## config.mk

```make
export PLATFORM = sky130hd
export DESIGN_NAME = pc_unit
export DESIGN_NICKNAME = d
export VERILOG_FILES = /design/src/rtl/pc_unit.sv
export SDC_FILE = /design/constraint.sdc
export NUM_CORES = 1
export LEC_CHECK = 0
export ABC_AREA = 1
export CAP_MARGIN = 20
export CORE_ASPECT_RATIO = 0.8
export CORE_UTILIZATION = 40
export DETAILED_ROUTE_END_ITERATION = 8
export GPL_TIMING_DRIVEN = 0
export PLACE_DENSITY = 0.82
export SYNTH_ARGS = -nofsm -noshare
export SYNTH_HDL_FRONTEND = slang
export SYNTH_SLANG_ARGS = --single-unit
```

## constraint.sdc

```tcl
create_clock -name clk -period 3.7 [get_ports clk]
set_input_delay 0.74 -clock clk [delete_from_list [all_inputs] [get_ports clk]]
set_output_delay 0.74 -clock clk [all_outputs]
set_load 0.02 [all_outputs]
```

## src/rtl/pc_unit.sv

```systemverilog
// Program counter for the fetch stage: stall, exception entry/return, target alignment.
// Define PC_RAS_EN to build the return-address stack used by call/ret.
module pc_unit #(
  parameter int               WIDTH        = 16,
  parameter int               STEP         = 2,
  parameter logic [WIDTH-1:0] RESET_VECTOR = '0,
  parameter logic [WIDTH-1:0] EXC_VECTOR   = WIDTH'(4),
  parameter int               RAS_DEPTH    = 4
) (
  input  logic             clk,
  input  logic             rst,
  input  logic             stall,
  input  logic             branch_taken,
  input  logic [WIDTH-1:0] branch_target,
  input  logic             jump,
  input  logic             call,
  input  logic [WIDTH-1:0] jump_target,
  input  logic             ret,
  input  logic             exc_req,
  input  logic             eret,
  output logic [WIDTH-1:0] pc_out,
  output logic [WIDTH-1:0] pc_seq,
  output logic [WIDTH-1:0] epc_out,
  output logic             align_err,
  output logic             ras_empty,
  output logic             ras_underflow
);

  localparam logic [WIDTH-1:0] STEP_W     = WIDTH'(STEP);
  localparam logic [WIDTH-1:0] ALIGN_MASK = WIDTH'(STEP - 1);

  logic [WIDTH-1:0] pc_q, pc_d;
  logic [WIDTH-1:0] epc_q, epc_d;
  logic             align_q, align_d;

  assign pc_seq    = pc_q + STEP_W;
  assign pc_out    = pc_q;
  assign epc_out   = epc_q;
  assign align_err = align_q;

`ifdef PC_RAS_EN
  localparam int PTR_W = $clog2(RAS_DEPTH);
  localparam logic [PTR_W:0] CNT_FULL = (PTR_W + 1)'(RAS_DEPTH);

  logic [WIDTH-1:0] ras_q [RAS_DEPTH];
  logic [PTR_W-1:0] ptr_q;
  logic [PTR_W:0]   cnt_q;
  logic             unf_q, unf_d;
  logic             ras_push, ras_pop;
  logic [WIDTH-1:0] ras_top;

  // ptr_q is the next write slot; the newest entry sits just below it
  assign ras_top       = ras_q[ptr_q - PTR_W'(1)];
  assign ras_empty     = (cnt_q == '0);
  assign ras_underflow = unf_q;
`else
  logic unused_ret;
  assign unused_ret    = ret;
  assign ras_empty     = 1'b1;
  assign ras_underflow = 1'b0;
`endif

  always_comb begin
    pc_d    = pc_seq;
    epc_d   = epc_q;
    align_d = 1'b0;
`ifdef PC_RAS_EN
    unf_d    = 1'b0;
    ras_push = 1'b0;
    ras_pop  = 1'b0;
`endif
    if (exc_req) begin
      pc_d  = EXC_VECTOR;
      epc_d = pc_q;
    end else if (stall) begin
      pc_d = pc_q;
    end else if (eret) begin
      pc_d = epc_q;
    end
`ifdef PC_RAS_EN
    else if (ret) begin
      if (ras_empty) begin
        unf_d = 1'b1;
      end else begin
        pc_d    = ras_top;
        ras_pop = 1'b1;
      end
    end
`endif
    else if (branch_taken) begin
      pc_d    = branch_target & ~ALIGN_MASK;
      align_d = |(branch_target & ALIGN_MASK);
    end else if (call || jump) begin
      pc_d    = jump_target & ~ALIGN_MASK;
      align_d = |(jump_target & ALIGN_MASK);
`ifdef PC_RAS_EN
      ras_push = call;
`endif
    end
  end

  always_ff @(posedge clk or posedge rst) begin
    if (rst) begin
      pc_q    <= RESET_VECTOR;
      epc_q   <= '0;
      align_q <= 1'b0;
    end else begin
      pc_q    <= pc_d;
      epc_q   <= epc_d;
      align_q <= align_d;
    end
  end

`ifdef PC_RAS_EN
  // Circular buffer: a push when full overwrites the oldest entry
  always_ff @(posedge clk or posedge rst) begin
    if (rst) begin
      ptr_q <= '0;
      cnt_q <= '0;
      unf_q <= 1'b0;
      for (int i = 0; i < RAS_DEPTH; i++) ras_q[i] <= '0;
    end else begin
      unf_q <= unf_d;
      if (ras_push) begin
        ras_q[ptr_q] <= pc_seq;
        ptr_q        <= ptr_q + PTR_W'(1);
        if (cnt_q != CNT_FULL) cnt_q <= cnt_q + (PTR_W + 1)'(1);
      end else if (ras_pop) begin
        ptr_q <= ptr_q - PTR_W'(1);
        cnt_q <= cnt_q - (PTR_W + 1)'(1);
      end
    end
  end
`endif

endmodule
```

==> qor.yml <==
power:
  p_leak_nw: 1.493
  total_power_mw: 1.003
  ir_drop_mv: 0.1489
  powerDensity_mw_per_mm2: 309.4
clock_network:
  ctsHtreeMaxLevel: 2
  cts_tree: "built"
  postCtsResizedCells: 0
  worst_skew_pair.late_latency_ps: 290
  clkSlewWorstSetupHoldPaths_ps: 60
  post_cts_buffers: 0
  hold_buffers: 0
  cts_root_buf: "clkbuf_8"
  cts.sinks: 33
  cts_buffer_depth: 2
  cts_buffers: 5
sta:
  tightest_slew_ps: 613.8
  setup-tns-final_ps: 0
  fmax_ghz: 0.3347
  setup_viol: 0
  timing.final.ws_setup_ps: 712.2
  finalClockSkew_ps: 6.571
  max_slew_margin_pct: 59.04
  finalCritPeriodShare_pct: 80.75
  finalCriticalPeriod_ps: 2988
  whs_ps: 498.4
  slew_violations: 0
  finalHoldViolCount: 0
  rsz0062_at_grt: "false"
critical_path:
  crit_end: "pc_seq[9]"
  r2r_end: "pc_out[9]"
  r2r_cells: 10
  cp-start-kind: "flip-flop"
  arrival_ps: 2250
  cp_data_required_time_ps: 2960
  reg2reg_from: "pc_out[2]"
  setup.worst_path.end_class: "primary output"
  critPathLaunch: "pc_out[2]"
  rrSetupSlack_ps: 1980
  setup.worst_path.class: "flip-flop to primary output"
  cp_max_fo: 6
floorplan:
  start_util_pct: 42.63
  die_w_um: 84.84
  num_rows: 23
  die_h_um: 68.27
  coreArea_mm2: 0.005151
  ios: 92
  dieArea_mm2: 0.005792
synth:
  yosys_warnings: 0
  ys_ff_latch: 33
  ys.flop_type: "dfrtp_1"
  syn_avg_cell_area_um2: 6.594
  synthArstFlopShare_pct: 100.0
  yosysUniqueCellTypes: 29
  syn_area_mm2: 0.002196
  post_synth_inst_count: 333
  ys_seq_area_share_pct: 37.61
  syn-num-nets: 375
  synth_edf_count: 0
detailed_routing:
  first_pass_iters: 7
  antenna_left: 0
  routed_wl_mm: 6.904
  viasPerCell: 5.071
  wire_per_inst_um: 14.09
  drc: 7
  drt_iter0_drc: 235
  dr_total_vias: 2485
grt:
  overflow: 0
  grt.total_usage_pct: 25.07
  antenna_found_initial: 0
  grt_pass1_vias: 2427
  grt_max_degree: 21
  grt_pass1_wl_mm: 11.16
run_status:
  status: "complete, but fails checks"
  violations: "design-rule violations"
final_layout:
  insertedDiodeCount: 0
  final_cell_mix: "125 x nand2_1, 86 x clkdlybuf4s50_1, 34 x inv_1"
  mostFrequentLayoutCell: "nand2_1"
  layout.nets: 469
  syn2layout_area_growth_pct: 47.64
  drive_gt1_share_pct: 7.243
  nFillCells: 471
place:
  pre_cts_ws_ps: 1084
  numPortBuffers: 86
  gp_congestion: 0.8662
  hpwl_mm: 5.223
min_path:
  min_path_type: "flip-flop to flip-flop"
job:
  cap_violations: 0
## metrics by stage
stage               instance area (um^2)  cells  utilization (%)
global placement                    3134    481            60.85
floorplan                           2196    333                -
finish                              3242    490            62.93
global route                        3242    490            62.93
CTS                                 3242    490            62.93
detailed placement                  3162    482            61.38
## cell type report
| class | count | area (um^2) | area share [%] |
|---|---|---|---|
| well taps | 62 | 77.57 | 2.393 |
| plain buffers | 15 | 85.08 | 2.624 |
| flip-flops and latches | 33 | 825.8 | 25.47 |
| multi-input cells | 250 | 1154 | 35.58 |
| inverters | 35 | 131.4 | 4.052 |
| repair buffers | 87 | 888.4 | 27.40 |
| clock buffers | 8 | 80.08 | 2.470 |
## layer usage
metal / vias up / global-route usage, % / part of all wire [%]
met3: 7 / 4.946 / 9.4
li1: 1229 / - / -
met4: 0 / 8.686 / 1.0
met2: 145 / 41.87 / 45
met1: 1104 / 33.03 / 45
met5: - / 0 / 0
## cells by family after synthesis
kind of cell    Yosys count  share of synthesized area (%)
xor+xnor                  6                          2.393
buf+inv                  50                          9.857
other cells               2                         0.3420
fa+ha+maj                 1                         0.5697
compound gates           51                          12.19
flops                    33                          37.61
simple gates            190                          37.04
## report_power, final
part	switching [mW]	internal, mW
clock network	0.134	0.134
logic	0.169	0.148
registers	0.0319	0.387
total	0.335	0.669
## critical path: stages, from the launching register on
cell	delay (ps)
dfrtp_1	470
ha_1	290
nand2_1	120
nor2_4	170
nand2_1	90
xor2_1	160
inv_1	60
clkdlybuf4s50_1	590
## sequential cells by signal, summed over array words and instances (netlist names)
signal	flops
epc_out	16
pc_out	16
align_err	1
## Yosys cell counts (2+ instances only)
library cell  number  area share (%)
nor2_2             2            0.57
nor2_1            29             5.0
buf_4              6             2.1
a21oi_1           27             6.2
clkbuf_1           4            0.68
dfrtp_1           33              38
o21ai_0           17             3.9
nand4_1            6             1.7
xor2_1             5             2.0
buf_2              5             1.1
or2_2              2            0.57
nand2_2            3            0.85
nor2_4             5             2.6
nand2_1          125              21
nand3_1           14             3.2
o21ai_1            3            0.68
inv_1             34             5.8
conb_1             2            0.34
## worst min-delay path by stage
stage	from	to	slack, ps	cells past startpoint
final	epc_out[5]	epc_out[5]	500	2
after global placement	epc_out[8]	epc_out[8]	480	2
after floorplan	epc_out[2]	epc_out[2]	600	2
after CTS	epc_out[5]	epc_out[5]	500	2
after detailed placement	epc_out[5]	epc_out[5]	490	2
after global routing	epc_out[5]	epc_out[5]	530	2
Power figures use the tool's default switching activity.
